[src/rtl/edge_fetch_sched.sv]
// Edge fetch scheduler: arbitrates two requesters and streams a node's successors.
// Optional EDGE_FETCH_PERF_CNT_EN adds a saturating streamed-edge counter.
module edge_fetch_sched #(
    parameter int PARAM_NODE_IDX_WIDTH  = 10,
    parameter int PARAM_COUNTER_WIDTH   = 4,
    parameter int PARAM_EDGE_ADDR_WIDTH = 12
) (
    input  logic                                          clk,
    input  logic                                          rst,
    input  logic [1:0]                                    req_valid,
    input  logic [2*PARAM_NODE_IDX_WIDTH-1:0]             req_node_idx,
    output logic [1:0]                                    req_gnt,
    output logic [1:0]                                    resp_valid,
    output logic [PARAM_NODE_IDX_WIDTH-1:0]               resp_node_idx,
    output logic [PARAM_COUNTER_WIDTH-1:0]                resp_counter,
    output logic                                          busy,
    output logic                                          ntab_rd_en,
    output logic [PARAM_NODE_IDX_WIDTH-1:0]               ntab_addr,
    input  logic [PARAM_EDGE_ADDR_WIDTH+PARAM_COUNTER_WIDTH-1:0] ntab_rdata,
    output logic                                          edge_rd_en,
    output logic [PARAM_EDGE_ADDR_WIDTH-1:0]              edge_addr,
    input  logic [PARAM_NODE_IDX_WIDTH-1:0]               edge_rdata,
    output logic [15:0]                                   perf_edge_cnt
);

    localparam int W = PARAM_NODE_IDX_WIDTH;
    localparam int C = PARAM_COUNTER_WIDTH;
    localparam int E = PARAM_EDGE_ADDR_WIDTH;

    typedef enum logic [1:0] {
        IDLE     = 2'd0,
        TAB_WAIT = 2'd1,
        STREAM   = 2'd2
    } state_e;

    state_e         state_q, state_d;
    logic           owner_q, owner_d;
    logic           last_gnt_q, last_gnt_d;
    logic [C-1:0]   remain_q, remain_d;
    logic [E-1:0]   eaddr_q, eaddr_d;

    logic           any_req;
    logic           win;
    logic [E-1:0]   tab_base;
    logic [C-1:0]   tab_cnt;
    logic [E-1:0]   eaddr_nxt;
    logic           more;

    assign any_req   = |req_valid;
    assign tab_base  = ntab_rdata[E+C-1:C];
    assign tab_cnt   = ntab_rdata[C-1:0];
    assign eaddr_nxt = eaddr_q + E'(1);
    assign more      = remain_q > C'(1);
    assign busy      = state_q != IDLE;

    // Round-robin: on contention the requester not granted last time wins.
    always_comb begin
        win = 1'b0;
        if (req_valid == 2'b10) begin
            win = 1'b1;
        end else if (req_valid == 2'b11) begin
            win = ~last_gnt_q;
        end
    end

    always_ff @(posedge clk) begin
        if (rst) begin
            state_q    <= IDLE;
            owner_q    <= 1'b0;
            last_gnt_q <= 1'b1;
            remain_q   <= '0;
            eaddr_q    <= '0;
        end else begin
            state_q    <= state_d;
            owner_q    <= owner_d;
            last_gnt_q <= last_gnt_d;
            remain_q   <= remain_d;
            eaddr_q    <= eaddr_d;
        end
    end

    always_comb begin
        state_d    = state_q;
        owner_d    = owner_q;
        last_gnt_d = last_gnt_q;
        remain_d   = remain_q;
        eaddr_d    = eaddr_q;
        unique case (state_q)
            IDLE: begin
                if (any_req) begin
                    state_d    = TAB_WAIT;
                    owner_d    = win;
                    last_gnt_d = win;
                end
            end
            TAB_WAIT: begin
                if (tab_cnt == '0) begin
                    state_d = IDLE;
                end else begin
                    state_d  = STREAM;
                    remain_d = tab_cnt;
                    eaddr_d  = tab_base;
                end
            end
            STREAM: begin
                if (more) begin
                    remain_d = remain_q - C'(1);
                    eaddr_d  = eaddr_nxt;
                end else begin
                    remain_d = '0;
                    state_d  = IDLE;
                end
            end
            default: state_d = IDLE;
        endcase
    end

    always_comb begin
        req_gnt       = '0;
        resp_valid    = '0;
        resp_node_idx = '0;
        resp_counter  = '0;
        ntab_rd_en    = 1'b0;
        ntab_addr     = '0;
        edge_rd_en    = 1'b0;
        edge_addr     = '0;
        unique case (state_q)
            IDLE: begin
                // No grant while reset is held: it would be lost at the edge.
                if (any_req && !rst) begin
                    req_gnt    = win ? 2'b10 : 2'b01;
                    ntab_rd_en = 1'b1;
                    ntab_addr  = win ? req_node_idx[2*W-1:W]
                                     : req_node_idx[W-1:0];
                end
            end
            TAB_WAIT: begin
                if (tab_cnt == '0) begin
                    resp_valid = owner_q ? 2'b10 : 2'b01;
                end else begin
                    edge_rd_en = 1'b1;
                    edge_addr  = tab_base;
                end
            end
            STREAM: begin
                resp_valid    = owner_q ? 2'b10 : 2'b01;
                resp_node_idx = edge_rdata;
                resp_counter  = remain_q;
                if (more) begin
                    edge_rd_en = 1'b1;
                    edge_addr  = eaddr_nxt;
                end
            end
            default: ;
        endcase
    end

`ifdef EDGE_FETCH_PERF_CNT_EN
    logic [15:0] perf_q, perf_d;

    always_comb begin
        perf_d = perf_q;
        if (resp_valid != '0 && resp_counter != '0 && perf_q != 16'hFFFF) begin
            perf_d = perf_q + 16'd1;
        end
    end

    always_ff @(posedge clk) begin
        if (rst) begin
            perf_q <= '0;
        end else begin
            perf_q <= perf_d;
        end
    end

    assign perf_edge_cnt = perf_q;
`else
    assign perf_edge_cnt = '0;
`endif

endmodule

[config.mk]
export PLATFORM = sky130hd
export DESIGN_NAME = edge_fetch_sched
export DESIGN_NICKNAME = d
export VERILOG_FILES = /design/src/rtl/edge_fetch_sched.sv
export SDC_FILE = /design/constraint.sdc
export NUM_CORES = 1
export LEC_CHECK = 0
export CORE_ASPECT_RATIO = 0.5
export CORE_UTILIZATION = 35
export CTS_CLUSTER_DIAMETER = 30
export DETAILED_ROUTE_END_ITERATION = 8
export HOLD_SLACK_MARGIN = 0.02
export PLACE_DENSITY = 0.73
export SYNTH_ARGS = -nofsm -noshare
export SYNTH_HDL_FRONTEND = slang
export SYNTH_SLANG_ARGS = --single-unit
[constraint.sdc]
create_clock -name clk -period 6.3 [get_ports clk]
set_input_delay 1.89 -clock clk [delete_from_list [all_inputs] [get_ports clk]]
set_output_delay 1.89 -clock clk [all_outputs]
set_load 0.02 [all_outputs]
# [Word-level counts from Yosys, hierarchy flattened]
# Cells that the tools add are included.
[word_totals] elab_cells=59 input_bits=50 out_inout_bits=59 register_bits=20
[classes] addsub=2 bitwise_logic=1 eq_ne=8 muxes=31 n_lt_le_gt_ge=1 reduce_logical=11
[op_table] operator="12-bit 2-to-1 mux" n=4
[op_table] operator="12-bit one-hot mux with 2 select lines" n=2
[op_table] operator="10-bit 2-to-1 mux" n=4
[op_table] operator="2-bit 2-to-1 mux" n=8
[op_table] operator="12-bit by 1-bit adder with 12-bit output (second input constant)" n=1
[op_table] operator="4-bit 2-to-1 mux" n=3
[op_table] operator="2-bit inequality test (second input constant)" n=4
[op_table] operator="4-bit one-hot mux with 2 select lines" n=1
[op_table] operator="2-bit equality test (second input constant)" n=3
[op_table] operator="1-bit 2-to-1 mux" n=6
[op_table] operator="2-bit one-hot mux with 3 select lines" n=1
[op_table] operator="2-bit AND reduction" n=3
[op_table] operator="4-bit by 1-bit greater-than comparator with 1-bit output (second input constant)" n=1
[op_table] operator="4-bit logical NOT" n=1
[op_table] operator="2-bit one-hot mux with 2 select lines" n=1
[op_table] operator="2-bit nonzero test" n=2
[op_table] operator="4-bit by 1-bit subtractor with 4-bit output (second input constant)" n=1
[op_table] operator="3-bit AND reduction" n=1
[op_table] operator="2-bit by 1-bit equality test with 1-bit output (second input constant)" n=1
[op_table] operator="2-bit logical NOT" n=1
[op_table] operator="1-bit one-hot mux with 2 select lines" n=1
[op_table] operator="2-bit OR reduction" n=1
[op_table] operator="1-bit logical AND" n=1
[op_table] operator="1-bit logical NOT" n=1
[op_table] operator="1-bit NOT" n=1

# [Logic depth before layout (Yosys ltp)]
# Gate-level depths: netlist of the first run.
[logic_depth] depth_word=6 depth_mapped=8

# [Worst setup path before layout of the first run]
# OpenSTA, ideal clock, no wires.
[synth_timing] path_type="in2out" from="input rst" to="output ntab_addr[0]" arrival_time_ps=3109 path_slack_ps=1301 path_buffers=2 stages=5 t_required_ps=4410 cell_sequence="clkbuf_1 > inv_1 > and3_1 > clkbuf_1 > a22o_1"
[synth_between] elab_chain_cells=4
[synth_lines] element="start: declaration" line_no="9" source="input logic rst,"
[synth_lines] element="1-bit logical NOT" line_no="130" source="if (any_req && !rst) begin"
[synth_lines] element="1-bit logical AND" line_no="130"
[synth_lines] element="10-bit 2-to-1 mux" line_no="130"
[synth_lines] element="10-bit 2-to-1 mux" line_no="127" source="unique case (state_q)"
[synth_lines] element="end: declaration" line_no="18" source="output logic [PARAM_NODE_IDX_WIDTH-1:0] ntab_addr,"
# Every way passes these cells.

# [Final worst setup path of the first run]
[layout_timing] from="input req_valid[1]" to="output ntab_addr[2]"
[layout_between] elab_chain_cells=6 word_cells_on_any_way=9 classes_between="eq/ne (2); mux (5); reduce/logical (2)"
[layout_lines] element="start: declaration" line_no="10" source="input logic [1:0] req_valid,"
[layout_lines] element="2-bit equality test" line_no="61" source="end else if (req_valid == 2'b11) begin"
[layout_lines] element="1-bit 2-to-1 mux" line_no="61"
[layout_lines] element="1-bit 2-to-1 mux" line_no="59" source="if (req_valid == 2'b10) begin"
[layout_lines] element="10-bit 2-to-1 mux" line_no="133" source="ntab_addr = win ? req_node_idx[2*W-1:W]"
[layout_lines] element="10-bit 2-to-1 mux (*)" line_no="130"
[layout_lines] element="10-bit 2-to-1 mux (*)" line_no="127"
# Mark *: on every way between the ends. The rest lies on a longest branch, timed or not.

==> impl_results.md, run 1 <==
- Pin count of the biggest net entering global routing: 37
- Crit path DAT: ~4 ns
- Reg clk slew, reported paths: ~0.06 ns
- CTS tree: built
- Register-to-register setup slack: about 3.8 ns
- Flops & latches, synth: 20
- Minimum clock period: 5.86 ns
- Initial Util: ~36%
- Die ar.: roughly 6000 um2
- Hold Slack: 0.505 ns
- Cell area after layout: slightly below 3000 um2
- GRT Residual Overflow: 0
- Fin crit share: between 90% and 100%
- Final WL: about 6.3 mm
- Worst slew pin tran: just under 0.9 ns
- Hold Crit Start: last_gnt_q
- Crit. End Element: output pin
- Proportion of layout cells with a drive suffix above 1: approximately 5.5%
- Clock Tree Root: clkbuf_16
- Final Skew: between 0.0015 and 0.002 ns
- Hold Crit Class: reg -> reg
- Slack of the critical path: between 0.4 and 0.5 ns
- Slew headroom: just over 40%
- Iteration-0 DRC Markers: roughly 200
- Cell area power density: approximately 210 nW/um2
- Postcts setup bufs: 0
- VDD IR max: just over 100 uV
- Reg-to-Reg End: eaddr_q[0]
- Synthesized area: roughly 2000 um2
- Reg2reg path depth: 6
- Most frequent cells in the layout: 92 x clkdlybuf4s50_1, 23 x nor2_1, 22 x nand2_1
- P_leak: around 1.1 nW
- Clk Latency, worst-skew pair: approximately 0.25 ns
- I/O Buffers: just over 90
- Post-route setup TNS: 0 ns
- Die W: 109 um
- Worst R2R Start: state_q[0]
- Core Area: 5490 um2
- Htree depth: 1
- Register area share after synthesis: between 20% and 30%
- Cell Area, Placed: around 2800 um2
- Crit Path Max Fanout: 11
- Rows: 19
- Pre-CTS WS: 0.158 ns
- DRC Markers: 0
- Top post-synthesis cells by area: dfxtp_1 20%, buf_4 6.4%, a22o_1 4.8%, nor2_1 4.3%, nand2_1 4.1%
- CP required: approximately 4.4 ns
- Final slew viol count: 0
- # diodes: 0
- Nets: 402
- Syn_area_per_cell: 7.60 um2
- Final Wtd Congestion: 0.867
- Final setup fails: 0
- Async set or reset register ratio after synthesis: 0%
- Worst Setup SP: req_valid[1]
- DRT Pass-1 Iters: 5
- Via Count: between 2000 and 2500
- Power, Total: about 620 uW
- Most common cell after layout, fill and taps aside: clkdlybuf4s50_1
- FILL cells: 527
- CP Launch Type: input port
- Total CTS buffers: 3
- Vias/cell: 5.53
- Final Hold Viols: 0
- Kind of critical path: in -> out
- Fmax: between 150 and 200 MHz
- YS warnings: 0
- Die height: about 55 um
- IO Count: roughly 110
- Layout area overhead: 47.2%
- Synth area leader: dfxtp_1
- Crit path to: ntab_addr[2]
- RSZ-0062 raised after global routing: false
- Main flop type after synthesis: dfxtp_1
- Buffer depth of the longest clock path: 2
- Status: finished clean
- Post-DRT Antenna Nets: 0
- Vias in the first global route: a little over 2000
- CTS Sinks: 20
- Initial antenna violation count: 0
- First-pass GRT wire length: 9.76 mm
- Post-DP HPWL: 4.73 mm
- Post-synth EDFFs: 0
- Post-Synthesis Cells: approximately 260
- Total track usage: between 20% and 30%
- Hold buffer count at CTS: 0
- Post-synth top area share: 20.0%
- Distinct cells, synth: 59
- Maxcap violations: 0
- WL/cell: approximately 15 um
[power by group]
| part | switching (mW) | internal [mW] | total (mW) |
|---|---|---|---|
| clock | 0.0501 | 0.0969 | 0.147 |
| sequential | 0.0271 | 0.148 | 0.175 |
| combinational | 0.161 | 0.133 | 0.295 |
[what timing repair did]
action	4_1_cts	5_1_grt
endpoints found under the hold margin	0	0
endpoints found under the setup margin	0	4
gates resized for setup	0	1
[worst max-delay path, cell delays in order]
cell	delay, ns
clkdlybuf4s50_1	0.49
a21boi_0	0.31
and3_1	0.46
a22o_1	0.21
clkdlybuf4s50_1	0.60
[area by class of cell]
| class | instances | area (um2) | share of cell area [%] |
|---|---|---|---|
| inverters | 16 | 60.1 | 2.04 |
| flip-flops and latches | 20 | 400 | 13.6 |
| clock buffers | 4 | 88.8 | 3.02 |
| repair buffers | 97 | 958 | 32.6 |
| multi-input cells | 208 | 1340 | 45.6 |
| well taps | 73 | 91.3 | 3.11 |
[stage by stage]
step / util [%] / std cells
6_report: 53.5 / 418
5_1_grt: 53.5 / 418
4_1_cts: 53.5 / 418
3_5_place_dp: 51.9 / 414
3_3_place_gp: 51.9 / 414
2_1_floorplan: - / 278
[worst min path at each step]
stage | slack [ns] | end | cells after the start
after floorplan | 0.46 | last_gnt_q | 1
after global placement | 0.48 | last_gnt_q | 1
after detailed placement | 0.49 | eaddr_q[10] | 2
after CTS | 0.50 | eaddr_q[10] | 2
after global routing | 0.53 | last_gnt_q | 1
final | 0.51 | last_gnt_q | 1
[logic make-up after synthesis]
kind of cell               Yosys count  share of synthesized area, %
and+or+nand+nor                     91                          23.7
AOI/OAI and AO/OA                   86                          32.4
buffers and inverters               50                          15.8
DFF                                 20                          20.0
adders and majority gates            6                          3.76
xor gates and xnor gates             6                          2.63
muxes                                3                          1.57
other                                1                         0.188
[Yosys cell counts (2+ instances only)]
library cell	instances
nor2b_1	4
o31ai_1	3
or3_1	2
and3_1	2
xnor2_1	4
ha_1	6
dfxtp_1	20
o21ai_0	14
clkbuf_8	4
inv_1	15
a32o_1	3
o32ai_1	4
and2_1	12
a21oi_1	10
buf_6	3
a211oi_1	2
o221ai_1	4
nand3_1	6
nand3b_1	2
o21a_1	3
o211a_1	2
nor3_1	8
clkbuf_1	9
nor4_1	2
nand2_1	22
nor2_1	23
a31o_1	2
a22oi_1	6
a22o_1	11
buf_4	17
mux2i_1	2
o211ai_1	6
xor2_1	2
a221oi_1	3
[metal layers]
metal / part of all wire (%) / wire, um / track usage [%]
met1: 40 / 2480 / 24.7
met4: 1.3 / 80 / 5.02
met3: 9.1 / 568 / 3.66
met5: 0 / 0 / 0
met2: 50 / 3140 / 37.1
[state kept, by name (all words and copies together) (netlist names)]
register	count
eaddr_q	12
state_q	2
last_gnt_q	1
remain_q	4
owner_q	1
(Power assumes the default switching activity.)
==> inputs of run 2 (changes only) <==
--- a/config.mk
+++ b/config.mk
@@ -6,6 +6,7 @@
 export NUM_CORES = 1
 export LEC_CHECK = 0
 export CORE_ASPECT_RATIO = 0.5
+export CORE_MARGIN = 2
 export CORE_UTILIZATION = 35
 export CTS_CLUSTER_DIAMETER = 30
 export DETAILED_ROUTE_END_ITERATION = 8
==> run 2 against run 1 <==
Against the previous run:
- first-iteration DRC count fell by 8.0%
- register-to-register slack improved by 0.05 ns
- count of clock-buffer cells in the layout unchanged
- final cell count up 0.24%
- sequential share of layout area about the same
- cell area rose by 0.17%
- sequential cell count is the same
- maximum frequency is 0.40% higher
- die area grew 5.5%
- combinational power hardly changed
- clock skew increased by 0.00069 ns
- clock power barely moved
- critical path type unchanged
==> impl_results.md, run 2 (same netlist as run 1, synthesis figures left out) <==
- Hold EP: last_gnt_q
- Crit path DAT: a little under 4 ns
- Fmax: 171 MHz
- Reg2reg path depth: 6
- Worst R2R Start: remain_q[0]
- Hold Crit Start: last_gnt_q
- Total track usage: 19.5%
- Post-DRT Antenna Nets: 0
- GRT Residual Overflow: 0
- Die height: 57.4 um
- DRT Pass-1 Iters: 4
- P_leak: 1.08 nW
- Clk Latency, worst-skew pair: about 0.26 ns
- Cell area after layout: approximately 2900 um2
- Minimum clock period: around 6 ns
- Core Area: around 5500 um2
- First-pass GRT wire length: 10.2 mm
- # diodes: 0
- Final slew viol count: 0
- WL/cell: 14.7 um
- Final Skew: ~0.0026 ns
- Pin count of the biggest net entering global routing: 36
- Buffer depth of the longest clock path: 2
- Clock Tree Root: clkbuf_16
- CTS resizes: 0
- Crit. End Element: output pin
- Post-route setup TNS: 0 ns
- Slew headroom: between 40% and 50%
- Initial antenna violation count: 0
- Cell Area, Placed: between 2000 and 3000 um2
- Final WL: approximately 6.2 mm
- DRC Markers: 0
- Final setup fails: 0
- Layout area overhead: 47.4%
- Via Count: 2265
- CP required: 4.41 ns
- Worst slew pin tran: roughly 0.86 ns
- Hold Slack: slightly below 0.5 ns
- Rows: 19
- VDD IR max: approximately 110 uV
- Top Registers: eaddr_q: 12 flops, remain_q: 4 flops, state_q: 2 flops
- Proportion of layout cells with a drive suffix above 1: roughly 5.5%
- Post-DP HPWL: ~4.7 mm
- Initial Util: 36.4%
- Final Wtd Congestion: around 0.89
- Iteration-0 DRC Markers: around 190
- Cell area power density: between 200 and 250 nW/um2
- Max reg flops: 12
- Kind of critical path: in -> out
- RSZ-0062 raised after global routing: false
- Crit Path Max Fanout: 11
- Die W: between 100 and 150 um
- I/O Buffers: 92
- Postcts setup bufs: 0
- Hold Crit Class: reg -> reg
- Maxcap violations: 0
- Most frequent cells in the layout: 92 x clkdlybuf4s50_1, 23 x nor2_1, 22 x nand2_1
- Largest Register: eaddr_q
- Register-to-register setup slack: 3.81 ns
- Vias in the first global route: roughly 2100
- CP Launch Type: input port
- CTS tree: built
- Reg clk slew, reported paths: around 0.050 ns
- Status: finished clean
- Htree depth: 1
- CTS Sinks: 20
- Fin crit share: 92.6%
- Nets: about 400
- Hold buffer count at CTS: 0
- Most common cell after layout, fill and taps aside: clkdlybuf4s50_1
- Final Hold Viols: 0
- Die ar.: approximately 6400 um2
- Hold path depth: 1
- Vias/cell: around 5.4
- FILL cells: 528
- IO Count: approximately 110
- Total CTS buffers: 3
- Reg-to-Reg End: eaddr_q[0]
## run 2: final cells by class
type	count	area [um2]	share of cell area, %
Multi-Input combinational cell	208	1340	45.5
Timing Repair Buffer	98	966	32.8
Sequential cell	20	400	13.6
Tap cell	73	91.3	3.10
Clock buffer	4	88.8	3.02
Inverter	16	60.1	2.04
## run 2: worst max-delay path: stages
cell,delay [ns]
clkdlybuf4s50_1,0.49
a21boi_0,0.29
and3_1,0.46
a22o_1,0.20
clkdlybuf4s50_1,0.61
## run 2: per-stage QoR
stage,util (%),std cells,total power [mW],worst slack (ns)
2_1_floorplan,-,278,0.370,1.30
3_3_place_gp,52.0,415,0.463,0.528
3_5_place_dp,52.0,415,0.469,0.452
4_1_cts,53.6,419,0.615,0.455
5_1_grt,53.6,419,0.654,0.366
6_report,53.6,419,0.614,0.466
## run 2: worst max path at each step
stage / to / from / slack, ns / depth (start not counted)
2_1_floorplan: ntab_addr[0] / rst / 1.30 / 5
4_1_cts: ntab_addr[4] / req_valid[1] / 0.46 / 5
5_1_grt: edge_addr[2] / ntab_rdata[0] / 0.37 / 7
3_3_place_gp: ntab_addr[9] / req_valid[1] / 0.53 / 5
6_report: ntab_addr[4] / req_valid[1] / 0.47 / 5
3_5_place_dp: ntab_addr[4] / req_valid[1] / 0.45 / 5
## run 2: power breakdown
part	switching, mW	internal (mW)
logic	0.160	0.134
registers	0.0267	0.148
clock network	0.0486	0.0969
total	0.235	0.379
## run 2: routing by layer
layer / global-route usage [%] / vias up / wire length (um)
met3: 3.51 / 5 / 441
met2: 35.7 / 87 / 3040
met5: 0 / - / 0
met4: 3.21 / 0 / 38
met1: 24.8 / 1070 / 2660
li1: - / 1103 / -
==> inputs of run 3 (changes only) <==
--- a/config.mk
+++ b/config.mk
@@ -11,7 +11,7 @@
 export CTS_CLUSTER_DIAMETER = 30
 export DETAILED_ROUTE_END_ITERATION = 8
 export HOLD_SLACK_MARGIN = 0.02
-export PLACE_DENSITY = 0.73
+export PLACE_DENSITY = 0.76
 export SYNTH_ARGS = -nofsm -noshare
 export SYNTH_HDL_FRONTEND = slang
 export SYNTH_SLANG_ARGS = --single-unit
==> constraint.sdc (replaced) <==
create_clock -name clk -period 5 [get_ports clk]
set_input_delay 1.5 -clock clk [delete_from_list [all_inputs] [get_ports clk]]
set_output_delay 1.5 -clock clk [all_outputs]
set_load 0.02 [all_outputs]
==> run 3 against run 2 <==
Against the previous run:
- cell area is 3.5% higher
- wire length up 5.8%
- setup slack lost 0.38 ns
- total power up 35%
- sequential cell count unchanged
- largest power group unchanged
==> impl_results.md, run 3 (same netlist as run 1, synthesis figures left out) <==
- Iteration-0 DRC Markers: between 150 and 200
- Vias in the first global route: between 2000 and 2500
- Final Wtd Congestion: approximately 0.88
- VDD IR max: ~140 uV
- I/O Buffers: between 90 and 100
- First-pass GRT wire length: between 10 and 15 mm
- Fin crit share: a little over nine tenths
- Crit Path Max Fanout: 8
- Top Registers: eaddr_q: 12 flops, remain_q: 4 flops, state_q: 2 flops
- Die ar.: ~6400 um2
- Clock Tree Root: clkbuf_16
- # diodes: 0
- Hold Crit Class: reg -> reg
- CTS Sinks: 20
- Cell area after layout: 3050 um2
- Final Util: between 50% and 60%
- Crit path DAT: 3.41 ns
- FILL cells: approximately 500
- Final Hold Viols: 0
- Worst R2R Start: state_q[0]
- Most common cell after layout, fill and taps aside: clkdlybuf4s50_1
- IO Count: roughly 110
- P_leak: about 1.3 nW
- Crit. End Element: output pin
- Core Area: approximately 5500 um2
- CP Launch Type: input port
- Die height: around 57 um
- Nets: 411
- Clk Latency, worst-skew pair: 0.26 ns
- Hold Crit Start: last_gnt_q
- Power, Total: 827 uW
- Rows: 19
- Power share of the clock group: a little over a quarter
- Worst Setup SP: ntab_rdata[0]
- Status: finished clean
- Hold Slack: between 0.5 and 0.6 ns
- Final Skew: roughly 0.007 ns
- Kind of critical path: in -> out
- Maxcap violations: 0
- Final slew viol count: 0
- Vias/cell: 5.32
- Minimum clock period: 4.91 ns
- Post-route setup TNS: 0 ns
- Post-DP HPWL: 5.01 mm
- Net Sw Power: 307 uW
- RSZ-0062 raised after global routing: false
- Die W: approximately 110 um
- Layout area overhead: 52.6%
- Proportion of layout cells with a drive suffix above 1: 7.91%
- Post-DRT Antenna Nets: 0
- CP required: 3.50 ns
- WL/cell: 15.3 um
- Final setup fails: 0
- Max reg flops: 12
- Cell area power density: about 270 nW/um2
- Initial Util: 36.4%
- Reg clk slew, reported paths: 0.05 ns
- Fmax: between 200 and 250 MHz
- Final WL: 6.53 mm
- Buffer depth of the longest clock path: 2
- Comb pwr share: 46.4%
- DRC Markers: 0
- Worst slew pin tran: approximately 0.79 ns
- Sw Ratio: 37.1%
- Most frequent cells in the layout: 79 x clkdlybuf4s50_1, 23 x nor2_1, 22 x nand2_1
- Htree depth: 1
- Initial antenna violation count: 0
- Total track usage: between 10% and 20%
- Postcts setup bufs: 0
- Via Count: ~2300
- DRT Pass-1 Iters: 5
- Slew headroom: approximately 47%
- Cell Area, Placed: 2920 um2
- CTS tree: built
- Pin count of the biggest net entering global routing: 36
- Total CTS buffers: 3
- Sequential power share: about a quarter
- Largest Register: eaddr_q
- Internal: between 500 and 600 uW
- GRT Residual Overflow: 0
run 3: cell types whose count changed in the layout (fill, tap and decap cells not counted), sizes merged:
| cell | change |
|---|---|
| buf | +8 |
| bufinv | +1 |
| clkbuf | -1 |
| clkdlybuf4s50 | -13 |
| dlygate4sd2 | +2 |
| dlymetal6s2s | +11 |
run 3: repair_timing:
action | 4_1_cts | 5_1_grt
resized for setup | 3 | 11
hold buffers | 0 | 0
cloned | 0 | 0
setup endpoints to repair | 9 | 11
run 3: metal layers:
metal | global-route usage [%] | routed length, um | share of wire, %
met1 | 26.0 | 2760 | 42
met2 | 35.1 | 3290 | 50
met3 | 2.66 | 463 | 7.1
met4 | 3.75 | 19 | 0.29
met5 | 0 | 0 | 0
run 3: metrics by stage:
stage | cells | worst slack [ns]
after global routing | 427 | 0.0179
after global placement | 423 | -0.0755
after detailed placement | 423 | -0.0906
after CTS | 427 | 0.0176
final | 427 | 0.0900
after floorplan | 278 | 0.781
run 3: critical path: stages:
cell and delay [ns]:
clkdlybuf4s50_1 0.50, nor4_2 0.07, nor2b_2 0.34, buf_4 0.21
nand3_1 0.08, o21ai_0 0.09, clkdlybuf4s50_1 0.62
run 3: area by class of cell:
cell class	instances	area [um2]	share of cell area (%)
clock buffer	3	75.1	2.46
multi-input combinational	208	1340	44.0
sequential	20	400	13.1
timing repair buffer	106	1050	34.5
clock inverter	1	30.0	0.985
inverter	16	60.1	1.97
tap	73	91.3	3.00
run 3: final timing paths:
check        depth (start not counted)       endpoint  slack [ns]
max                                  7  edge_addr[11]        0.09
min                                  1     last_gnt_q        0.50
max reg2reg                          6     eaddr_q[7]        2.59
min reg2reg                          1     last_gnt_q        0.50
run 3: power groups by stage:
stage	combinational (mW)	clock (mW)	sequential [mW]
finish	0.384	0.223	0.220
global route	0.416	0.230	0.224
CTS	0.384	0.224	0.219
detailed placement	0.381	0	0.223
global placement	0.373	0	0.220
floorplan	0.254	0	0.213
==> RTL edit: new RTL, config.mk and constraints of run 2 <==
The parameter `PARAM_EDGE_ADDR_WIDTH` goes from 12 to 11.
--- a/src/rtl/edge_fetch_sched.sv
+++ b/src/rtl/edge_fetch_sched.sv
@@ -3,7 +3,7 @@
 module edge_fetch_sched #(
     parameter int PARAM_NODE_IDX_WIDTH  = 10,
     parameter int PARAM_COUNTER_WIDTH   = 4,
-    parameter int PARAM_EDGE_ADDR_WIDTH = 12
+    parameter int PARAM_EDGE_ADDR_WIDTH = 11
 ) (
     input  logic                                          clk,
     input  logic                                          rst,
Ports: changed (resized edge_addr and ntab_rdata); port bits go from 109 to 107. No check against the original RTL was run, so the function may have changed too.
==> RTL edit against run 2 <==
Critical path depth is 1 higher. Register-to-register slack better by 0.06 ns. Clock skew increased by 0.0072 ns. Sequential cell count down 1. Final area down 5.2%. Area after synthesis fell by 5.8%. Setup slack better by 0.039 ns. Power fell by 13%. Wire length down 11%. Maximum frequency up 0.67%.
==> RTL edit: results (changes against run 2) <==
- Via/cell ratio: 5.38 (-0.40%)
- Worst-Margin Slew: 0.745 ns (-0.110 ns)
- Status: complete, no violations
- Mean Syn Cell Area: 7.47 sq um (-1.7%)
- Die area: 0.00601 sq mm (-5.5%)
- Cell Area, Placed: 0.00275 sq mm (-3.9%)
- Detailed Routing Iterations Pass 1: 5 (+1)
- Netlist cell types: 50 (-15%)
- Clk pwr share: 0.164 (-0.073)
- Hold Path Sink: owner_q
- List of most frequent post-synthesis cells: nand2_1 (23), nor2_1 (20), dfxtp_1 (19)
- CP max stage delay: 0.55 ns (-0.06 ns)
- NetSw: 0.221 mW (-6.1%)
- Port bufs: 90 (-2.2%)
- Final #Nets: 387 (-4.0%)
- Post-synthesis xor/xnor area fraction: 0.0279 (+0.00163)
- Routability Congestion: 0.913 (+2.1%)
- FF-to-FF path depth: 7 (+1)
- Dpl ws: 0.505 ns (+0.0529 ns)
- Multiplexer area fraction after synthesis: 0.0160 (+0.000303)
- Hpwl dp: 4.21 mm (-10%)
- Register-to-register setup slack: 3.87 ns (+0.06 ns)
- Largest net degree at the start of global routing: 34 (-5.6%)
- Share of cells above drive strength 1: 0.0514 (-0.00355)
- Synth Area in Adders: 0.0399 (+0.00232)
- Worst vdd ir: 0.0915 mV (-15%)
- FF-to-FF End: eaddr_q[7]
- Count leader, synth: nand2_1
- Synth area leaders: dfxtp_1 (20%), buf_4 (7.2%), a22o_1 (4.7%)
- Vias in the first global route: 2,010 (-2.0%)
- WP data arrival: 3.91 ns (-0.03 ns)
- Seq/Total Area, Yosys: 0.202 (+0.00175)
-- RTL edit: changes by cell type after synthesis, moves of 2 or more --
cell and delta:
a21oi_1 +3, buf_2 +3, buf_6 -3, clkbuf_8 -3
nor2_1 -3, a21o_1 +2, a22oi_1 +2, inv_1 -2
o21ai_0 -2
-- RTL edit: how the worst max path moves through the flow --
| stage | cells past startpoint | end | slack (ns) | startpoint |
|---|---|---|---|---|
| 6_report | 6 | edge_addr[0] | 0.50 | ntab_rdata[3] |
| 5_1_grt | 6 | edge_addr[0] | 0.41 | ntab_rdata[3] |
| 4_1_cts | 6 | edge_addr[2] | 0.50 | ntab_rdata[3] |
| 3_5_place_dp | 6 | edge_addr[0] | 0.51 | ntab_rdata[3] |
| 3_3_place_gp | 6 | edge_addr[2] | 0.55 | ntab_rdata[3] |
| 2_1_floorplan | 4 | ntab_addr[0] | 1.37 | rst |
-- RTL edit: final cells by class --
cell class / count / area, sq um
Tap cell: 70 / 87.6
Sequential cell: 19 / 380
Timing Repair Buffer: 94 / 931
Multi-Input combinational cell: 201 / 1300
Clock buffer: 4 / 45.0
Fill cell: 469 / 2250
Inverter: 13 / 48.8
-- RTL edit: worst min-delay path, cell delays in order (launching register included) --
cell	delay, ns
dfxtp_1	0.32
nand2_1	0.06
a21oi_1	0.05
-- RTL edit: stage by stage --
stage	utilization	instances	total power [mW]
6_report	0.553	401	0.533
2_1_floorplan	-	267	0.352
3_3_place_gp	0.544	397	0.442
3_5_place_dp	0.544	397	0.446
5_1_grt	0.553	401	0.569
4_1_cts	0.553	401	0.534
-- RTL edit: metal layers --
metal,track usage,share of wire,wire [um]
met1,0.226,0.41,2250
met2,0.334,0.49,2670
met3,0.0398,0.098,539
met4,0.0220,0.0035,19
met5,0,0,0
